<file path="config.mk">
export PLATFORM = sky130hd
export DESIGN_NAME = mem_access_unit
export DESIGN_NICKNAME = d
export VERILOG_FILES = /design/src/rtl/mem_access_unit.sv
export SDC_FILE = /design/constraint.sdc
export NUM_CORES = 1
export LEC_CHECK = 0
export ABC_AREA = 0
export ABC_CLOCK_PERIOD_IN_PS = 2800
export CAP_MARGIN = 20
export CORE_MARGIN = 3
export CORE_UTILIZATION = 45
export DETAILED_ROUTE_END_ITERATION = 12
export PLACE_DENSITY = 0.81
export SYNTH_ARGS = -nofsm -noshare
export SYNTH_HDL_FRONTEND = slang
export SYNTH_SLANG_ARGS = --single-unit
</file>
<file path="constraint.sdc">
create_clock -name clk -period 2.8 [get_ports clk]
set_clock_uncertainty 0.15 [all_clocks]
set_input_delay 0.56 -clock clk [delete_from_list [all_inputs] [get_ports clk]]
set_output_delay 0.56 -clock clk [all_outputs]
set_load 0.005 [all_outputs]
</file>
<file path="src/rtl/mem_access_unit.sv">
// rtl/mem_access_unit.sv - data-memory access stage: one handshaked load/store per instruction
module mem_access_unit #(
  parameter int ADDR_W   = 32,
  parameter int WAIT_MAX = 15
) (
  input  logic              clk,
  input  logic              rst_n,
  input  logic              req_valid,
  output logic              req_ready,
  input  logic [1:0]        we_mem,
  input  logic              l_byte,
  input  logic              alu_reg,
  input  logic [ADDR_W-1:0] addr,
  input  logic [31:0]       wdata,
  output logic              resp_valid,
  output logic              resp_err,
  output logic [1:0]        err_code,
  output logic [31:0]       rdata,
  output logic              mem_req,
  output logic              mem_we,
  output logic [3:0]        mem_be,
  output logic [ADDR_W-1:0] mem_addr,
  output logic [31:0]       mem_wdata,
  input  logic              mem_ack,
  input  logic [31:0]       mem_rdata
);

  typedef enum logic [1:0] {
    S_IDLE = 2'b00,
    S_REQ  = 2'b01,
    S_RESP = 2'b10
  } state_e;

  localparam logic [1:0] ERR_NONE     = 2'b00;
  localparam logic [1:0] ERR_MISALIGN = 2'b01;
  localparam logic [1:0] ERR_ILLEGAL  = 2'b10;
  localparam logic [1:0] ERR_TIMEOUT  = 2'b11;
  localparam logic [7:0] WAIT_LIM     = 8'(WAIT_MAX);

  state_e            state_q, state_d;
  logic [7:0]        cnt_q, cnt_d;
  logic [1:0]        err_q, err_d;

  logic [ADDR_W-1:0] addr_q;
  logic              we_q;
  logic [3:0]        be_q;
  logic [31:0]       wdata_q;
  logic              is_load_q;
  logic              l_byte_q;
  logic [1:0]        lane_q;
  logic [31:0]       rdata_q;
  logic [31:0]       load_value;

  logic accept;
  logic req_store;
  logic req_load;
  logic req_word;

  assign accept    = (state_q == S_IDLE) && req_valid;
  assign req_store = (we_mem == 2'b01) || (we_mem == 2'b10);
  assign req_load  = (we_mem == 2'b00) && alu_reg;
  // Word-sized accesses are the only ones that can be misaligned.
  assign req_word  = (we_mem == 2'b01) || (req_load && !l_byte);

  // State register together with the wait counter and the pending error code.
  always_ff @(posedge clk or negedge rst_n) begin
    if (!rst_n) begin
      state_q <= S_IDLE;
      cnt_q   <= 8'd0;
      err_q   <= ERR_NONE;
    end else begin
      state_q <= state_d;
      cnt_q   <= cnt_d;
      err_q   <= err_d;
    end
  end

  // Next-state: classify at acceptance, then wait for ack or timeout in REQ.
  always_comb begin
    state_d = state_q;
    cnt_d   = cnt_q;
    err_d   = err_q;
    case (state_q)
      S_IDLE: begin
        if (accept) begin
          cnt_d = 8'd0;
          err_d = ERR_NONE;
          if (we_mem == 2'b11) begin
            state_d = S_RESP;
            err_d   = ERR_ILLEGAL;
          end else if (req_word && (addr[1:0] != 2'b00)) begin
            state_d = S_RESP;
            err_d   = ERR_MISALIGN;
          end else if (req_store || req_load) begin
            state_d = S_REQ;
          end else begin
            state_d = S_RESP;
          end
        end
      end
      S_REQ: begin
        if (mem_ack) begin
          state_d = S_RESP;
        end else begin
          cnt_d = cnt_q + 8'd1;
          if (cnt_d == WAIT_LIM) begin
            state_d = S_RESP;
            err_d   = ERR_TIMEOUT;
          end
        end
      end
      S_RESP: begin
        state_d = S_IDLE;
        cnt_d   = 8'd0;
        err_d   = ERR_NONE;
      end
      default: begin
        state_d = S_IDLE;
        cnt_d   = 8'd0;
        err_d   = ERR_NONE;
      end
    endcase
  end

  // Outputs decoded from state; memory fields are only driven while requesting.
  always_comb begin
    req_ready  = (state_q == S_IDLE);
    mem_req    = (state_q == S_REQ);
    resp_valid = (state_q == S_RESP);
    resp_err   = resp_valid && (err_q != ERR_NONE);
    err_code   = resp_valid ? err_q : ERR_NONE;
    mem_we     = mem_req && we_q;
    mem_be     = mem_req ? be_q : 4'b0000;
    mem_addr   = mem_req ? addr_q : '0;
    mem_wdata  = mem_req ? wdata_q : 32'd0;
    rdata      = rdata_q;
  end

  // Select and zero-extend the addressed byte lane for LBU.
  always_comb begin
    load_value = mem_rdata;
    if (l_byte_q) begin
      case (lane_q)
        2'd0:    load_value = {24'd0, mem_rdata[7:0]};
        2'd1:    load_value = {24'd0, mem_rdata[15:8]};
        2'd2:    load_value = {24'd0, mem_rdata[23:16]};
        default: load_value = {24'd0, mem_rdata[31:24]};
      endcase
    end
  end

  // Capture the request operands at acceptance and the load result on ack.
  always_ff @(posedge clk or negedge rst_n) begin
    if (!rst_n) begin
      addr_q    <= '0;
      we_q      <= 1'b0;
      be_q      <= 4'b0000;
      wdata_q   <= 32'd0;
      is_load_q <= 1'b0;
      l_byte_q  <= 1'b0;
      lane_q    <= 2'd0;
      rdata_q   <= 32'd0;
    end else begin
      if (accept) begin
        addr_q    <= {addr[ADDR_W-1:2], 2'b00};
        we_q      <= req_store;
        be_q      <= (we_mem == 2'b10) ? (4'b0001 << addr[1:0]) : 4'b1111;
        wdata_q   <= (we_mem == 2'b10) ? {4{wdata[7:0]}} :
                     (we_mem == 2'b01) ? wdata : 32'd0;
        is_load_q <= req_load;
        l_byte_q  <= l_byte;
        lane_q    <= addr[1:0];
      end
      if ((state_q == S_REQ) && mem_ack && is_load_q) begin
        rdata_q <= load_value;
      end
    end
  end

endmodule

</file>
---- Word-level counts from Yosys, hierarchy flattened ----
Index checks and enable logic that the tools add are counted.
operators by class
  mux-type cells .......................... 25
  shifts and indexed selects .............. 1
  add/subtract/negate cells ............... 1
  equal/unequal tests ..................... 12
  reduce and logical (&&, ||, !) cells .... 20
operator list
  cell                                                  count
  two-way mux 32 bit                                    5
  case mux 8 bit (3 select lines)                       1
  two-way mux 2 bit                                     11
  two-way mux 8 bit                                     2
  case mux 8 bit (2 select lines)                       1
  adder 8 x 1 -> 8 bit (second input constant)          1
  equality test 2 bit (second input constant)           4
  equality test 8 x 4 -> 1 bit (second input constant)  1
  logical AND 1 bit                                     8
  two-way mux 4 bit                                     2
  case mux 2 bit (2 select lines)                       2
  equality test 2 x 1 -> 1 bit (second input constant)  3
  logical NOT 2 bit                                     3
  != test 2 x 1 -> 1 bit (second input constant)        2
  AND reduction 2 bit                                   2
  nonzero test 2 bit                                    2
  << shifter 1 x 2 -> 4 bit (first input constant)      1
  logical OR 1 bit                                      3
  != test 3 x 1 -> 1 bit (second input constant)        1
  AND reduction 3 bit                                   1
  != test 2 bit (second input constant)                 1
  logical NOT 1 bit                                     1
  two-way mux 1 bit                                     1
word-level totals
  bits of input ports ..................... 104
  register bits ........................... 115

---- Longest topological paths before layout ----
  depth in word-level cells ............... 9
  depth in mapped cells ................... 7
  mapped depth without buffers ............ 6

---- Least setup slack after synthesis ----
Ideal clock, no wire load.
  kind .................................... register to output
  from .................................... register state_q[1]
  to ...................................... output port mem_wdata[10]
  required time ........................... 2.090 ns
  setup slack ............................. 0.862 ns
  arrival ................................. 1.228 ns
  buffers on the path ..................... 3
  cell stages (with the launch flop) ...... 6
  cells stage by stage .................... dfrtp_1 buf_6 nor2b_4 clkbuf_1 clkbuf_1 and2_1
between the ends
  longest elaborated chain between the ends .. 2
RTL lines
  element                       line  source
  start, declared               40    state_e state_q, state_d;
  start signal, assigned        72    state_q <= state_d;
  equality test 2 x 1 -> 1 bit  128   mem_req = (state_q == S_REQ);
  two-way mux 32 bit            135   mem_wdata = mem_req ? wdata_q : 32'd0;
  end, declared                 23    output logic [31:0] mem_wdata,
No other way between the ends.

---- Worst setup path after layout ----
  from .................................... register state_q[0]
  to ...................................... output port mem_addr[4]
between the ends
  longest elaborated chain between the ends .. 2
RTL lines
  element                       line  source
  equality test 2 x 1 -> 1 bit  128
  two-way mux 32 bit            134   mem_addr = mem_req ? addr_q : '0;
  end, declared                 22    output logic [ADDR_W-1:0] mem_addr,
No other way between the ends.

==> results.md <==
- The sequential element share of the synthesized area is 0.5075.
- Of the total synthesized cell area, the portion taken by full adders, half adders and majority gates is 0.01324.
- The multi-input gate area in the final layout is 2561 um2.
- The number of setup violations in the final report is 0.
- The critical path is of the reg -> out type.
- The height of the die is 118.3 um.
- The final count of hold timing violations is 1.
- The H-tree depth reported by CTS is 4.
- The relative slew slack is 0.5403.
- Setup repair after global routing left no endpoint under its margin.
- The number of rows in the core area is 40.
- The required time at the endpoint of the critical path is 2.09 ns.
- The number of I/O port buffers is 208.
- The HPWL after detailed placement is 11,610 um.
- The post-detailed-routing wire length is 16,490 um.
- For the pin with the worst max-slew slack, the measured transition is 0.6853 ns.
- In this run the critical register-to-register path is launched from cnt_q[0].
- The tool flagged a number of max-cap violations equal to 0.
- The number of buffers on the longest clock path is 2.
- The number of inserted filler cells in the final layout is 937.
- The combinational family with the most area after synthesis is simple AND/OR/NAND/NOR gates.
- The critical path goes through nor2b_4 > clkbuf_16 > and2_1 > clkdlybuf4s50_1.
- The via count of the routed design is 5,257.
- The area of placed instances is 7879 um2.
- At the end of the flow, the number of nets in the layout was 961.
- The final cell count without fillers is 1,032.
- The number of sinks on the clock net is 115.
- The number of antenna diodes in the final layout is 0.
- The library cell used most frequently in the layout, excluding fill and tap cells, is nand2_1.
- The post-route clock period utilization is 0.9573.
- The floorplan step defined a die boundary enclosing 13,980 um2.
- The complex-gate fraction of the synthesized area was 0.1207.
- The synthesized netlist occupies a cell area of 5670 um2.
- The total count of max-transition violations in the final report is 0.
- TritonCTS built the clock tree.
- The length of the first detailed-routing pass in iterations is 5.
- Derived from the worst setup path, the maximum achievable clock frequency is 373.1 MHz.
- The tightest hold path in the finished design has a slack of -0.0007907 ns.
- The first routing iteration left 449 violations.
- For this design the top-level I/O count stands at 211.
- Measured along the x axis, the die boundary spans 118.3 um.
- The first global-routing pass estimated 26,760 um of wire.
- The cell count after synthesis is 656.
- IR analysis of the VDD net gives a maximum drop of 0.4803 mV.
- The number of different library cells in the post-synthesis netlist is 50.
- The root buffer cell is clkbuf_16.
- The reported leakage power is 0.003805 uW.
- In the post-synthesis netlist, the biggest area contributors are dfrtp_1, nand2_1, and2_1, o21ai_0, mux2i_1.
- The cell total after placement is 999.
- The area share of xor/xnor cells in the synthesized design is 0.003089.
- After detailed routing, the number of remaining DRC violations is 0.
- The global route total overflow is 0.
- The worst-path cell with the longest stage delay is clkdlybuf4s50_1.
- The via count of the first global-routing pass was 5,389.
- In this run the worst path has a maximum fanout of 34.
- The power per standard cell area is 757.9 nW/um2.
- After floorplanning, the core was sized to cover 12,160 um2.
- The library cells used most frequently in the layout, excluding fill and tap cells, are nand2_1, clkdlybuf4s50_1, dfrtp_1.
- The post-synthesis average cell area is 8.644 um2.
- The number of antenna violations at the first check in global routing is 0.
- The maximum number of pins on one net before global-route repair is 92.
- The post-synthesis sequential element count is 115.
- For this run, asynchronously set or reset flops after synthesis account for 1.000.
- In the final routed layout, each cell accounts on average for 15.98 um.
- The element type at the critical path end is an output port.
- The register area is 2879 um2.
- The clock edge transition at the registers on the reported setup and hold paths is 0.05 ns.
- In the global route stage, overall resource usage came out at 0.2361.
- Once detail routing completed, the nets flagged for antenna violations numbered 0.
- The synthesized design contains 0 enable-type register cells.
- The clock reaches the later pin of the worst-skew pair after 0.41 ns.
- For this configuration, the core starts out at a cell density of 0.4663.
- For this design, the CTS-stage hold fixing added 0 buffers.
- Tracing the worst setup path back leads to its startpoint at state_q[0].
- Routability-driven placement finished with a final weighted congestion of 0.8610.
- The tightest min-delay check is of the in -> async type.
- The multiplexer fraction of the synthesized cell area is 0.02648.
- The most used flip-flop cell after synthesis is dfrtp_1.
- Compared with the post-synthesis result, the final layout area differs by 49.32%.
- The count of instances resized after the clock tree is built is 0.
- The run finished, with violations left.
- The checks that failed: hold timing.
- The worst endpoint data arrival time is 1.97 ns.
- The layout cell share with drive strength beyond 1 is 0.06019.
- Of the post-synthesis cell area, the dominant cell type holds 0.5075.
- Setup total negative slack on the finished layout was measured at 0 ns.
- With fillers left out, the area of the finished cells amounts to 8467 um2.
- The worst setup timing slack at the placement stage is 0.3544 ns.
- Of the total synthesized cell area, the portion taken by AND, OR, NAND and NOR gates is 0.2855.
- The Yosys step of the flow raised 0 warnings.
- Summed over all instances, the cell type with the most area after synthesis is dfrtp_1.
- The largest single stage delay on the critical path is 0.50 ns.
- In this run the post-CTS setup repair buffer count came out at 0.
- After detailed routing, the number of vias per cell comes to 5.094.
- The number of buffers inserted during clock tree synthesis is 17.
- The clock period minus worst slack is 2.680 ns.
- After layout, the worst setup slack is 0.1195 ns.
- The kind of start point of the critical path is a flip-flop.
[registers in the layout (all words and copies together) (netlist names), 2 cells and up]
register  cells
lane_q        2
cnt_q         8
wdata_q      32
be_q          4
err_q         2
addr_q       30
state_q       2
rdata        32
[cells by family (layout without fill, tap and decap cells)]
| logic type | count (synthesis) | count (layout) |
|---|---|---|
| simple gates | 342 | 342 |
| compound gates | 122 | 122 |
| flops | 115 | 115 |
| buf+inv | 53 | 260 |
| mux | 15 | 15 |
| fa+ha+maj | 6 | 6 |
| xor+xnor | 2 | 2 |
| other cells | 1 | 2 |
[metal layers]
metal / track usage / wire length, um
met5: 0 / 0
met1: 0.2952 / 6817
met4: 0.1106 / 495
met3: 0.06268 / 1148
met2: 0.3819 / 8029
[cell type report]
class,instances,share of cell area
multi-input cells,489,0.3025
clock buffers,28,0.06103
inverters,8,0.003547
repair buffers,220,0.2627
flip-flops and latches,115,0.3400
clock inverters,4,0.005320
well taps,168,0.02483
[path summary, 6_finish.rpt]
kind,to,slack (ns),cells past startpoint
max,mem_addr[4],0.12,4
min,cnt_q[0],-0.0008,1
max reg2reg,err_q[0],0.74,5
min reg2reg,wdata_q[7],0.31,2
max in group asynchronous,addr_q[27],1.72,2
min in group clk,wdata_q[7],0.31,2
[where the power goes]
| part | total [uW] | switching (uW) | internal, uW |
|---|---|---|---|
| logic | 1890 | 877 | 1010 |
| clock network | 2040 | 704 | 1330 |
| registers | 2490 | 327 | 2170 |
[per-stage QoR]
step | total power [uW] | util
2_1_floorplan | 3349 | -
3_3_place_gp | 4296 | 0.6478
3_5_place_dp | 4383 | 0.6478
4_1_cts | 6444 | 0.6940
5_1_grt | 6805 | 0.6962
6_report | 6417 | 0.6962
[cell usage after synthesis, types with 4 or more instances]
cell type and n:
dfrtp_1 115, and2_1 78, nor2_1 9, clkbuf_1 23, nand2b_1 7, a22oi_1 7, nand2_1 212, o21ai_0 67
a31oi_1 4, inv_1 7, buf_2 14, a21oi_1 29, mux2i_1 15, nand3_1 12, ha_1 6
[worst max-delay path: cells and delay by family (launching register included)]
family | cells | cell delay [ns]
simple gates | 2 | 0.39
buf+inv | 2 | 0.73
flops | 1 | 0.43
Note: power is estimated with default switching activity, not from simulation.
